File: src/rtl/mmio_port_responder_if.sv
// Data-memory bus bundle (address/store/load strobes and the responder's read-back and hit).
interface mmio_port_responder_if;
  logic [31:0] Address;
  logic [31:0] WriteData;
  logic        MemWrite;
  logic        MemRead;
  logic [31:0] ReadData;
  logic        Hit;

  modport master (output Address, WriteData, MemWrite, MemRead, input ReadData, Hit);
  modport slave  (input Address, WriteData, MemWrite, MemRead, output ReadData, Hit);
endinterface

File: src/rtl/mmio_port_responder.sv
// MMIO port responder: OUT_DATA / IN_DATA / EDGE_STATUS (W1C) / EDGE_ENABLE with registered Irq.
// Optional input debounce filter enabled by defining PORT_DEBOUNCE_EN.
module mmio_port_responder #(
  parameter logic [31:0] BASE_ADDR       = 32'h1001_0400,
  parameter int          IN_WIDTH        = 8,
  parameter int          DEBOUNCE_CYCLES = 4
) (
  input  logic                 clk,
  input  logic                 reset,
  mmio_port_responder_if.slave bus,
  input  logic [IN_WIDTH-1:0]  PortIn,
  output logic [31:0]          PortOut,
  output logic                 Irq
);
  localparam logic [1:0] REG_OUT    = 2'd0;
  localparam logic [1:0] REG_IN     = 2'd1;
  localparam logic [1:0] REG_STATUS = 2'd2;
  localparam logic [1:0] REG_ENABLE = 2'd3;

  if (BASE_ADDR[3:0] != 4'h0) begin : gBadBase
    $error("BASE_ADDR must be 16-byte aligned");
  end
  if (DEBOUNCE_CYCLES < 1) begin : gBadDebounce
    $error("DEBOUNCE_CYCLES must be at least 1");
  end

  logic                hit;
  logic                wrEn;
  logic [1:0]          regSel;
  logic [IN_WIDTH-1:0] sync_p0;
  logic [IN_WIDTH-1:0] sync_p1;
  logic [IN_WIDTH-1:0] filtered;
  logic [IN_WIDTH-1:0] prevFiltered;
  logic [IN_WIDTH-1:0] edgeStatus;
  logic [IN_WIDTH-1:0] edgeEnable;
  logic [IN_WIDTH-1:0] rise;
  logic [IN_WIDTH-1:0] w1cMask;
  logic [IN_WIDTH-1:0] statusNext;

  assign regSel  = bus.Address[3:2];
  assign hit     = (bus.Address[31:4] == BASE_ADDR[31:4]) && (bus.Address[1:0] == 2'b00);
  assign bus.Hit = hit;
  assign wrEn    = hit && bus.MemWrite;

  // Reads see the current registers, so a same-cycle write is not yet visible
  always_comb begin
    bus.ReadData = '0;
    if (hit && bus.MemRead) begin
      case (regSel)
        REG_OUT:    bus.ReadData = PortOut;
        REG_IN:     bus.ReadData = 32'(filtered);
        REG_STATUS: bus.ReadData = 32'(edgeStatus);
        default:    bus.ReadData = 32'(edgeEnable);
      endcase
    end
  end

  assign rise       = filtered & ~prevFiltered;
  assign w1cMask    = (wrEn && (regSel == REG_STATUS)) ? bus.WriteData[IN_WIDTH-1:0] : '0;
  assign statusNext = (edgeStatus & ~w1cMask) | rise;

  // Stage p0/p1: two-flop synchronizer, then prev/status/enable/out/irq registers
  always_ff @(posedge clk) begin
    if (reset) begin
      sync_p0      <= '0;
      sync_p1      <= '0;
      prevFiltered <= '0;
      edgeStatus   <= '0;
      edgeEnable   <= '0;
      PortOut      <= '0;
      Irq          <= 1'b0;
    end else begin
      sync_p0      <= PortIn;
      sync_p1      <= sync_p0;
      prevFiltered <= filtered;
      edgeStatus   <= statusNext;
      if (wrEn && (regSel == REG_ENABLE)) edgeEnable <= bus.WriteData[IN_WIDTH-1:0];
      if (wrEn && (regSel == REG_OUT))    PortOut    <= bus.WriteData;
      Irq          <= |(edgeStatus & edgeEnable);
    end
  end

`ifdef PORT_DEBOUNCE_EN
  localparam int               CNT_W    = $clog2(DEBOUNCE_CYCLES + 1);
  localparam logic [CNT_W-1:0] CNT_LAST = CNT_W'(DEBOUNCE_CYCLES - 1);

  logic [CNT_W-1:0] dbCnt [IN_WIDTH];

  // Filter stage: a bit flips only after DEBOUNCE_CYCLES consecutive disagreeing samples
  always_ff @(posedge clk) begin
    if (reset) begin
      filtered <= '0;
      for (int i = 0; i < IN_WIDTH; i++) dbCnt[i] <= '0;
    end else begin
      for (int i = 0; i < IN_WIDTH; i++) begin
        if (sync_p1[i] == filtered[i]) begin
          dbCnt[i] <= '0;
        end else if (dbCnt[i] == CNT_LAST) begin
          filtered[i] <= sync_p1[i];
          dbCnt[i]    <= '0;
        end else begin
          dbCnt[i] <= dbCnt[i] + CNT_W'(1);
        end
      end
    end
  end
`else
  assign filtered = sync_p1;
`endif
endmodule

File: src/flat_wrapper.sv
// flat-port wrapper written by rule: the top's interface ports become plain ports
module mmio_port_responder_flat 
#(
  parameter logic [31:0] BASE_ADDR       = 32'h1001_0400,
  parameter int          IN_WIDTH        = 8,
  parameter int          DEBOUNCE_CYCLES = 4
)
  (clk, reset, PortIn, PortOut, Irq, bus_Address, bus_WriteData, bus_MemWrite, bus_MemRead, bus_ReadData, bus_Hit);
  mmio_port_responder_if bus_i ();
  input  logic clk;
  input  logic reset;
  input  logic [IN_WIDTH-1:0] PortIn;
  output logic [31:0] PortOut;
  output logic Irq;
  input wire logic [$bits(bus_i.Address)-1:0] bus_Address;
  input wire logic [$bits(bus_i.WriteData)-1:0] bus_WriteData;
  input wire logic [$bits(bus_i.MemWrite)-1:0] bus_MemWrite;
  input wire logic [$bits(bus_i.MemRead)-1:0] bus_MemRead;
  output wire logic [$bits(bus_i.ReadData)-1:0] bus_ReadData;
  output wire logic [$bits(bus_i.Hit)-1:0] bus_Hit;
  assign bus_i.Address = bus_Address;
  assign bus_i.WriteData = bus_WriteData;
  assign bus_i.MemWrite = bus_MemWrite;
  assign bus_i.MemRead = bus_MemRead;
  assign bus_ReadData = bus_i.ReadData;
  assign bus_Hit = bus_i.Hit;
  mmio_port_responder #(.BASE_ADDR(BASE_ADDR), .IN_WIDTH(IN_WIDTH), .DEBOUNCE_CYCLES(DEBOUNCE_CYCLES)) u_core (.clk(clk), .reset(reset), .bus(bus_i), .PortIn(PortIn), .PortOut(PortOut), .Irq(Irq));
endmodule
File: config.mk
export PLATFORM = sky130hd
export DESIGN_NAME = mmio_port_responder_flat
export DESIGN_NICKNAME = d
export VERILOG_FILES = /design/src/rtl/mmio_port_responder_if.sv /design/src/rtl/mmio_port_responder.sv /design/src/flat_wrapper.sv
export SDC_FILE = /design/constraint.sdc
export NUM_CORES = 1
export LEC_CHECK = 0
export BUFFER_PORTS_ARGS = -buffer_cell sky130_fd_sc_hd__buf_4
export CORE_ASPECT_RATIO = 1.75
export CORE_MARGIN = 5
export CORE_UTILIZATION = 49
export DETAILED_ROUTE_END_ITERATION = 12
export GPL_TIMING_DRIVEN = 1
export PLACE_DENSITY = 0.81
export RECOVER_POWER = 25
export SLEW_MARGIN = 0
export SYNTH_ARGS = -nofsm -noshare
export SYNTH_HDL_FRONTEND = slang
export SYNTH_SLANG_ARGS = --single-unit
File: constraint.sdc
create_clock -name clk -period 2.48 [get_ports clk]
set_clock_uncertainty 0.15 [all_clocks]
set_input_delay 0.496 -clock clk [delete_from_list [all_inputs] [get_ports clk]]
set_output_delay 0.496 -clock clk [all_outputs]
set_load 0.005 [all_outputs]
==> impl_metrics.ini <==
[critical_path]
critPathLaunchType = input pin
crit_fanout = 8
critical_path_class = input pin to primary output
setup.worst_path.end_class = primary output
cp.arrival_ns = 1.97
worst_ep_required_time_ns = 1.83

[clock_network]
clk_latency_ns = 0.32
hold_buffers = 0
h-tree-depth = 3
cts_root_buf = clkbuf_16
tritoncts = built
clk_pin_slew_ns = 0.06
clock-sinks = 73
numCtsBuffers = 9
clockBufferDepth = 2

[power_and_ir_drop]
cellLeakagePower_uw = 0.00221
p_int_uw = 2120
vdd_drop_max_v = 0.000505
power.density_nw_per_um2 = 505
p_comb_share_pct = 8.7
switching_share_pct = 21.5
p_clk_share_pct = 46.6
pwr-share-seq_pct = 44.7
switchingPower_uw = 581
p_total_uw = 2700

[global_route]
grt_max_degree = 43
track_usage_pct = 20.6
antenna_found_initial = 0
grt_overflow = 0
first_global_vias = 2874
grt_pass1_wl_um = 14400

[synth]
yosysTopAreaCell = dfxtp_1
yosysMostFrequentCell = dfxtp_1
ys.flop_type = dfxtp_1
seq_area_frac_synth_pct = 40.8
ys_ff_latch = 73
synth_area_um2 = 3590
netlist_instances = 318
yosysUniqueCellTypes = 28
synthTopCellsByCount = dfxtp_1 (73), or2b_2 (57), mux2i_1 (40), nor2b_1 (40), and2_1 (24)
ys_async_sr_fraction_pct = 0
synth.area.top_cells = dfxtp_1 (41%), or2b_2 (14%), mux2i_1 (11%)
synth-edff-count = 0
postSynthAreaPerCell_um2 = 11.3
yosysWarnings = 0
synth_top_area_share_pct = 40.8
synth_fp_nets = 394

[routing]
routed_wl_um = 9420
drt_iter0_markers = 104
dr.pass1.iters = 4
routed_via_density = 5.08
drc = 0
wl_per_cell_um = 16.8
ant_nets = 0
vias = 2841

[sta]
relSlewSlack_pct = -9.27
drv_slew = 42
clock.fmax_mhz = 383
setup_violations = 32
whs_ns = 0.220
rsz0062_at_grt = true
tightest_slew_ns = 1.64
fin_crit_sh_pct = 105
hold_violations = 0
setup_ws_ns = -0.134
period_minus_slack_ns = 2.61
timing.setup.tns_ns = -3.51

[floorplan]
start_util_pct = 49.9
core_um2 = 7180
die_h_um = 123
boundaryPins = 142
design.die.area_um2 = 9200
row_count = 41
die_w_um = 74.7

[layout]
fin_nets = 545
drive_gt1_share_pct = 58.4
post-route-util_pct = 74.4
diodes = 0
synthToLayoutAreaGrowth_pct = 49.1

[placed_design]
dp_hpwl_um = 6480
numPortBuffers = 141
finalWeightedCongestion = 0.813

[run_status]
status = finished with violations
violations = max-capacitance violations, max-slew violations, negative setup slack

[run]
drv_cap = 1

[worst_hold_path]
hp-class = input pin to flop
==> timing repair <==
item                       CTS  global route
gates cloned                 3             0
pin swaps                   25             1
setup endpoints to repair   32            32
resized for setup           61            12
buffers inserted             3             1
==> cell type report <==
| type | instances | area (µm²) |
|---|---|---|
| Clock buffer | 9 | 225 |
| Clock inverter | 6 | 67.6 |
| Fill cell | 511 | 1840 |
| Inverter | 1 | 3.75 |
| Multi-Input combinational cell | 225 | 2110 |
| Sequential cell | 73 | 1460 |
| Tap cell | 86 | 108 |
| Timing Repair Buffer | 159 | 1370 |
==> layout by cell type (no fill, tap or decap), types with 4 or more instances in the layout <==
master     instances
and2_4            21
nand2b_1          22
dfxtp_1           73
clkbuf_16          9
nor2b_1           37
a22oi_1            4
or2b_2            57
mux2i_1           40
mux4_2             8
nor4_4             6
buf_6             36
a311oi_1           8
buf_4            115
==> worst max-delay path: stages <==
cell     delay (ns)
buf_8          0.10
nor4_4         0.35
nand4_4        0.15
buf_4          0.16
or3_4          0.40
nor2b_2        0.17
buf_4          0.13
==> final timing paths <==
path | start | cells past startpoint | end | slack [ns]
max | bus_Address[20] | 7 | bus_ReadData[2] | -0.13
min | bus_WriteData[0] | 2 | u_core.edgeStatus[0] | 0.22
max reg2reg | u_core.prevFiltered[5] | 3 | u_core.edgeStatus[5] | 1.40
min reg2reg | u_core.sync_p0[4] | 1 | u_core.filtered[4] | 0.28
==> stage by stage <==
| stage | setup slack (ns) | instances | cell area [µm²] |
|---|---|---|---|
| after CTS | -0.0348 | 558 | 5300 |
| after detailed placement | -0.175 | 537 | 4760 |
| after global routing | -0.206 | 559 | 5350 |
| after floorplan | 0.0591 | 318 | 3590 |
| final | -0.134 | 559 | 5350 |
| after global placement | -0.147 | 537 | 4760 |
==> layer usage <==
layer | global-route usage, % | part of all wire, %
met5 | 0 | 0
met2 | 37.4 | 58
met3 | 5.04 | 4.9
met1 | 22.5 | 35
met4 | 7.80 | 2.4
==> power groups by stage <==
| stage | sequential [µW] | combinational, µW | clock (µW) |
|---|---|---|---|
| floorplan | 1230 | 104 | 0 |
| finish | 1210 | 236 | 1260 |
| detailed placement | 1230 | 223 | 0 |
| global placement | 1230 | 217 | 0 |
| global route | 1210 | 255 | 1350 |
| CTS | 1210 | 234 | 1290 |
==> logic make-up after synthesis <==
kind of cell / after synthesis / share of synthesized area [%]
AO/OA/AOI/OAI: 13 / 3.04
buffers and inverters: 20 / 3.04
flip-flops: 73 / 40.8
multiplexers: 48 / 16.2
AND/OR/NAND/NOR: 164 / 37.0
==> state kept, by name, summed over array words and instances, names as in the netlist <==
signal,flops
u_core.edgeEnable,8
u_core.sync_p0,8
u_core.filtered,8
u_core.Irq,1
u_core.PortOut,32
u_core.prevFiltered,8
u_core.edgeStatus,8
(Power assumes the default switching activity.)
